<file path="config.mk">
export PLATFORM = sky130hd
export DESIGN_NAME = uart_tx_cfg_flat
export DESIGN_NICKNAME = d
export VERILOG_FILES = /design/src/rtl/uart_tx_cfg_if.sv /design/src/rtl/uart_tx_cfg.sv /design/src/flat_wrapper.sv
export SDC_FILE = /design/constraint.sdc
export NUM_CORES = 1
export LEC_CHECK = 0
export CAP_MARGIN = 20
export CORE_MARGIN = 3
export CORE_UTILIZATION = 48
export DETAILED_ROUTE_END_ITERATION = 12
export PLACE_DENSITY = 0.74
export RECOVER_POWER = 25
export SYNTH_ARGS = -nofsm -noshare
export SYNTH_HDL_FRONTEND = slang
export SYNTH_SLANG_ARGS = --single-unit
</file>
<file path="constraint.sdc">
create_clock -name clk -period 1.6 [get_ports clk]
set_clock_uncertainty 0.1 [all_clocks]
set_input_delay 0.32 -clock clk [delete_from_list [all_inputs] [get_ports clk]]
set_output_delay 0.32 -clock clk [all_outputs]
set_load 0.02 [all_outputs]
</file>
<file path="src/rtl/uart_tx_cfg_if.sv">
// uart_tx_cfg_if -- handshake and serial-line bundle for the configurable UART
// transmitter. The master side (system) drives tick, start, payload and parity
// mode; the slave side (transmitter) returns busy, done pulse and serial line.
interface uart_tx_cfg_if #(
   parameter int DBIT = 8
);
   logic            s_tick;
   logic            tx_start;
   logic [DBIT-1:0] tx_data_in;
   logic [1:0]      parity_mode;
   logic            tx_busy;
   logic            tx_done_tick;
   logic            tx;

   modport master (
      output s_tick, tx_start, tx_data_in, parity_mode,
      input  tx_busy, tx_done_tick, tx
   );

   modport slave (
      input  s_tick, tx_start, tx_data_in, parity_mode,
      output tx_busy, tx_done_tick, tx
   );
endinterface

</file>
<file path="src/rtl/uart_tx_cfg.sv">
// uart_tx_cfg -- oversampled UART transmitter with configurable data width,
// ticks per bit and stop length. Frame: start bit, DBIT data bits LSB first,
// optional parity bit, stop period.
// Optional feature macro: UART_TX_PARITY_EN. When defined, parity_mode 01/10
// inserts an even/odd parity bit; when undefined the PARITY state and parity
// logic are not built and parity_mode is ignored.
module uart_tx_cfg #(
   parameter int DBIT       = 8,
   parameter int OS_TICKS   = 16,
   parameter int STOP_TICKS = 16
) (
   input logic          clk,
   input logic          rst,
   uart_tx_cfg_if.slave bus
);

   // Tick counter must reach STOP_TICKS-1, which is the largest terminal count.
   localparam int TICK_W = $clog2(STOP_TICKS);
   localparam int BIT_W  = (DBIT > 1) ? $clog2(DBIT) : 1;

   localparam logic [TICK_W-1:0] OS_LAST   = TICK_W'(OS_TICKS - 1);
   localparam logic [TICK_W-1:0] STOP_LAST = TICK_W'(STOP_TICKS - 1);
   localparam logic [BIT_W-1:0]  BIT_LAST  = BIT_W'(DBIT - 1);

`ifdef UART_TX_PARITY_EN
   typedef enum logic [2:0] {
      ST_IDLE   = 3'd0,
      ST_START  = 3'd1,
      ST_DATA   = 3'd2,
      ST_PARITY = 3'd3,
      ST_STOP   = 3'd4
   } state_t;

   // Even parity of the payload; odd parity is its inverse.
   function automatic logic parity_even(input logic [DBIT-1:0] d);
      return ^d;
   endfunction
`else
   typedef enum logic [2:0] {
      ST_IDLE  = 3'd0,
      ST_START = 3'd1,
      ST_DATA  = 3'd2,
      ST_STOP  = 3'd4
   } state_t;
`endif

   state_t            state_q, state_d;
   logic [TICK_W-1:0] tick_q,  tick_d;
   logic [BIT_W-1:0]  bit_q,   bit_d;
   logic [DBIT-1:0]   shreg_q, shreg_d;
   logic              tx_q,    tx_d;
   logic              busy_q,  busy_d;
   logic              done_q,  done_d;
`ifdef UART_TX_PARITY_EN
   logic              par_en_q,  par_en_d;
   logic              par_bit_q, par_bit_d;
`else
   // parity_mode stays on the port but has no effect in this build.
   logic              unused_parity_s;
   assign unused_parity_s = ^bus.parity_mode;
`endif

   // Next-state, next-output and datapath computation for the frame FSM.
   always_comb begin
      state_d = state_q;
      tick_d  = tick_q;
      bit_d   = bit_q;
      shreg_d = shreg_q;
      tx_d    = tx_q;
      busy_d  = busy_q;
      done_d  = 1'b0;
`ifdef UART_TX_PARITY_EN
      par_en_d  = par_en_q;
      par_bit_d = par_bit_q;
`endif
      case (state_q)
         ST_IDLE: begin
            tx_d   = 1'b1;
            busy_d = 1'b0;
            // A tick in the acceptance cycle is deliberately not counted.
            if (bus.tx_start) begin
               shreg_d = bus.tx_data_in;
               tick_d  = '0;
               bit_d   = '0;
               state_d = ST_START;
               tx_d    = 1'b0;
               busy_d  = 1'b1;
`ifdef UART_TX_PARITY_EN
               par_en_d  = (bus.parity_mode == 2'b01) || (bus.parity_mode == 2'b10);
               par_bit_d = parity_even(bus.tx_data_in) ^ (bus.parity_mode == 2'b10);
`endif
            end else begin
               state_d = ST_IDLE;
            end
         end
         ST_START: begin
            if (bus.s_tick) begin
               if (tick_q == OS_LAST) begin
                  tick_d  = '0;
                  bit_d   = '0;
                  state_d = ST_DATA;
                  tx_d    = shreg_q[0];
               end else begin
                  tick_d = tick_q + TICK_W'(1);
               end
            end else begin
               tick_d = tick_q;
            end
         end
         ST_DATA: begin
            if (bus.s_tick) begin
               if (tick_q == OS_LAST) begin
                  tick_d  = '0;
                  shreg_d = shreg_q >> 1;
                  if (bit_q == BIT_LAST) begin
`ifdef UART_TX_PARITY_EN
                     if (par_en_q) begin
                        state_d = ST_PARITY;
                        tx_d    = par_bit_q;
                     end else begin
                        state_d = ST_STOP;
                        tx_d    = 1'b1;
                     end
`else
                     state_d = ST_STOP;
                     tx_d    = 1'b1;
`endif
                  end else begin
                     bit_d = bit_q + BIT_W'(1);
                     // Next bit is the LSB of the register after this shift.
                     tx_d  = shreg_q[1];
                  end
               end else begin
                  tick_d = tick_q + TICK_W'(1);
               end
            end else begin
               tick_d = tick_q;
            end
         end
`ifdef UART_TX_PARITY_EN
         ST_PARITY: begin
            if (bus.s_tick) begin
               if (tick_q == OS_LAST) begin
                  tick_d  = '0;
                  state_d = ST_STOP;
                  tx_d    = 1'b1;
               end else begin
                  tick_d = tick_q + TICK_W'(1);
               end
            end else begin
               tick_d = tick_q;
            end
         end
`endif
         ST_STOP: begin
            if (bus.s_tick) begin
               if (tick_q == STOP_LAST) begin
                  tick_d  = '0;
                  state_d = ST_IDLE;
                  tx_d    = 1'b1;
                  busy_d  = 1'b0;
                  done_d  = 1'b1;
               end else begin
                  tick_d = tick_q + TICK_W'(1);
               end
            end else begin
               tick_d = tick_q;
            end
         end
         default: begin
            state_d = ST_IDLE;
            tick_d  = '0;
            bit_d   = '0;
            tx_d    = 1'b1;
            busy_d  = 1'b0;
         end
      endcase
   end

   // State and output registers; reset aborts any frame without a done pulse.
   always_ff @(posedge clk or posedge rst) begin
      if (rst) begin
         state_q <= ST_IDLE;
         tick_q  <= '0;
         bit_q   <= '0;
         shreg_q <= '0;
         tx_q    <= 1'b1;
         busy_q  <= 1'b0;
         done_q  <= 1'b0;
`ifdef UART_TX_PARITY_EN
         par_en_q  <= 1'b0;
         par_bit_q <= 1'b0;
`endif
      end else begin
         state_q <= state_d;
         tick_q  <= tick_d;
         bit_q   <= bit_d;
         shreg_q <= shreg_d;
         tx_q    <= tx_d;
         busy_q  <= busy_d;
         done_q  <= done_d;
`ifdef UART_TX_PARITY_EN
         par_en_q  <= par_en_d;
         par_bit_q <= par_bit_d;
`endif
      end
   end

   assign bus.tx           = tx_q;
   assign bus.tx_busy      = busy_q;
   assign bus.tx_done_tick = done_q;

endmodule

</file>
<file path="src/flat_wrapper.sv">
// flat-port wrapper written by rule: the top's interface ports become plain ports
module uart_tx_cfg_flat 
#(
   parameter int DBIT       = 8,
   parameter int OS_TICKS   = 16,
   parameter int STOP_TICKS = 16
)
  (clk, rst, bus_s_tick, bus_tx_start, bus_tx_data_in, bus_parity_mode, bus_tx_busy, bus_tx_done_tick, bus_tx);
  uart_tx_cfg_if #(.DBIT(DBIT)) bus_i ();
  input logic clk;
  input logic rst;
  input wire logic [$bits(bus_i.s_tick)-1:0] bus_s_tick;
  input wire logic [$bits(bus_i.tx_start)-1:0] bus_tx_start;
  input wire logic [$bits(bus_i.tx_data_in)-1:0] bus_tx_data_in;
  input wire logic [$bits(bus_i.parity_mode)-1:0] bus_parity_mode;
  output wire logic [$bits(bus_i.tx_busy)-1:0] bus_tx_busy;
  output wire logic [$bits(bus_i.tx_done_tick)-1:0] bus_tx_done_tick;
  output wire logic [$bits(bus_i.tx)-1:0] bus_tx;
  assign bus_i.s_tick = bus_s_tick;
  assign bus_i.tx_start = bus_tx_start;
  assign bus_i.tx_data_in = bus_tx_data_in;
  assign bus_i.parity_mode = bus_parity_mode;
  assign bus_tx_busy = bus_i.tx_busy;
  assign bus_tx_done_tick = bus_i.tx_done_tick;
  assign bus_tx = bus_i.tx;
  uart_tx_cfg #(.DBIT(DBIT), .OS_TICKS(OS_TICKS), .STOP_TICKS(STOP_TICKS)) u_core (.clk(clk), .rst(rst), .bus(bus_i));
endmodule
</file>
==> metrics.csv <==
metric;value;unit
tightest_slew;557;ps
synth_nets;132;
peakVddDrop;1000;µV
regToRegSetupSlack;-250;ps
rsz0062_at_grt;true;
area_growth;53.7;%
power_density;1250;nW/µm²
hold_violations;0;
drtAntennaViolNets;0;
fin_tns_setup;-2190;ps
max_freq;0.539;GHz
grt_pass1_vias;1236;
ys_ff_latch;21;
synth_edf_count;0;
critical_path_arrival;1980;ps
final.fill_count;142;
antennaDiodeCount;0;
yosys_warnings;0;
die_x;57.6;µm
grt_start_max_net_pins;22;
placed_cell_area;1680;µm²
slew_violations;0;
gp_congestion;0.775;
setup_violations;15;
violations;setup timing;
p_sw_frac;0.366;
p_int;0.00156;W
ys_types;41;
drive_gt1_frac;0.533;
comb_power_share;0.543;
nNetsFinal;185;
firstDrtPassIters;5;
finalPower;0.00245;W
synth_cells;115;
drt_iter0_drc;52;
dieHeight;57.6;µm
synthTopCellsByCount;20 x dfrtp_1, 14 x mux2_2, 8 x nor2_1;
fin_ws;-255;ps
crit_type;reg2reg;
synth_area;1280;µm²
seqPwrFrac;0.350;
relSlewSlack;0.629;
required;1720;ps
cts-htree-levels;1;
cts_made_buffers;3;
fin_crit_sh;1.16;
drc;0;
grt_pass1_wl;5840;µm
crit_start;u_core.state_q[1];
fin_crit;1850;ps
antenna_found_initial;0;
design_area;1960;µm²
clockRootBuffer;clkbuf_4;
synth_async_sr_flop_share;1.00;
holdCritPathClass;reg2reg;
dp.final_hpwl;2310;µm
grtUsageTotal;0.228;
maxCapViolations;0;
yosys.area.top_type;dfrtp_1;
portBuffers;14;
io_pins;17;
synth_top_cell_area_share;0.392;
path_clk_slew;130;ps
crit_path_end_kind;register;
ff2ff_path_depth;6;
p_leak;0.888;nW
whs_endpoint;u_core.bus.tx;
status;finished with violations;
hp-start;u_core.bus.tx;
synthFlopType;dfrtp_1;
r2r-end;u_core.bus.tx;
ys_seq_area_frac;0.413;
drt-total-wl;3690;µm
clk_latency;310;ps
path_max_fanout;6;
num_rows;18;
globalRoute.totalOverflow;0;
vias_per_cell;5.89;
cp-start-kind;register;
num_vias;1161;
start_util;0.511;
hold_depth;2;
pwr-share-clk;0.107;
netSwitchingPower;0.000899;W
avgSynthCellArea;11.1;µm²
fp.dieArea;3310;µm²
r2r_start;u_core.state_q[1];
wire_per_inst;18.8;µm
cts_tree;built;
clock_sinks;21;
synth_area_leaders;dfrtp_1 39%, mux2_2 12%, ha_1 2.9%;
clock_path_buffers;2;
yosysMostFrequentCell;dfrtp_1;
core_area;2500;µm²
[worst max-delay path by stage]
stage / endpoint / slack, ps / depth (start not counted)
after floorplan: u_core.shreg_q[1] / -80 / 5
after global placement: u_core.shreg_q[3] / -390 / 5
after detailed placement: u_core.shreg_q[1] / -440 / 5
after CTS: u_core.bit_q[2] / -150 / 6
after global routing: u_core.bit_q[1] / -270 / 6
final: u_core.bus.tx / -250 / 6
[kinds of logic after synthesis]
| kind of cell | share of synthesized area |
|---|---|
| AOI/OAI and AO/OA | 0.157 |
| DFF | 0.413 |
| adders and majority gates | 0.0294 |
| muxes | 0.165 |
| xor gates and xnor gates | 0.00686 |
| buffers and inverters | 0.0588 |
| and+or+nand+nor | 0.171 |
[registers in the layout, indices dropped and copies added, names as in the netlist]
signal	count
u_core.bus.tx	1
u_core.state_q	3
u_core.bus.tx_done_tick	1
u_core.bit_q	3
u_core.shreg_q	8
u_core.tick_q	4
u_core.bus.tx_busy	1
[power groups by stage]
| stage | sequential [W] | combinational (W) | clock [W] |
|---|---|---|---|
| after floorplan | 0.000851 | 0.000620 | 0 |
| after global placement | 0.000828 | 0.000985 | 0 |
| after detailed placement | 0.000844 | 0.00104 | 0 |
| after CTS | 0.000836 | 0.00115 | 0.000270 |
| after global routing | 0.000878 | 0.00143 | 0.000292 |
| final | 0.000859 | 0.00133 | 0.000264 |
[layout make-up]
type / count / area (µm²) / area share
multi-input combinational: 81 / 821 / 0.418
sequential: 21 / 528 / 0.269
timing repair buffer: 55 / 526 / 0.268
tap: 30 / 37.5 / 0.0191
clock buffer: 3 / 22.5 / 0.0115
inverter: 6 / 22.5 / 0.0115
clock inverter: 1 / 5.00 / 0.00255
[layer usage]
layer | up-vias | share of wire | GRT usage
met4 | 0 | 0.017 | 0.0629
li1 | 528 | - | -
met1 | 593 | 0.41 | 0.276
met3 | 6 | 0.034 | 0.0339
met5 | - | 0 | 0
met2 | 34 | 0.54 | 0.418
[stage by stage]
| stage | setup slack [ps] | hold WS, ps | utilization | cells |
|---|---|---|---|---|
| global route | -275 | 433 | 0.785 | 197 |
| finish | -255 | 408 | 0.785 | 197 |
| detailed placement | -440 | 392 | 0.671 | 183 |
| global placement | -392 | 368 | 0.671 | 183 |
| CTS | -151 | 230 | 0.734 | 191 |
| floorplan | -78.2 | 196 | - | 115 |
[worst max-delay path: stages, from the launching register on]
cell	delay, ps
dfrtp_2	520
buf_12	160
buf_16	130
a21oi_1	170
nor2_1	70
a2111oi_1	510
a31oi_1	90
[timing repair]
item / 4_1_cts / 5_1_grt
buffers inserted: 3 / 8
hold endpoints to repair: 0 / 0
setup endpoints to repair: 19 / 20
resized for setup: 21 / 21
gates cloned: 1 / 0
hold buffers: 0 / 0
pin swaps: 3 / 6
[cells in the final DEF, fill, tap and decap left out, drive strengths merged]
cell type / n
a2111oi: 3
a211o: 1
a21oi: 4
a22oi: 2
a31oi: 2
a32o: 1
and2: 2
and3: 3
and3b: 1
and4: 1
buf: 40
clkbuf: 5
clkdlybuf4s50: 10
clkinv: 1
dfrtp: 20
dfstp: 1
dlygate4sd2: 2
dlygate4sd3: 1
ha: 3
inv: 6
mux2: 16
mux2i: 3
nand2: 5
nand2b: 1
nand3: 3
nand4: 1
nand4b: 1
nor2: 8
nor2b: 3
nor3: 3
nor4b: 2
o2111ai: 1
o21ai: 3
o22ai: 2
o2bb2ai: 1
o31ai: 2
or3: 1
or3b: 1
xnor2: 1
Note: power is estimated with default switching activity, not from simulation.
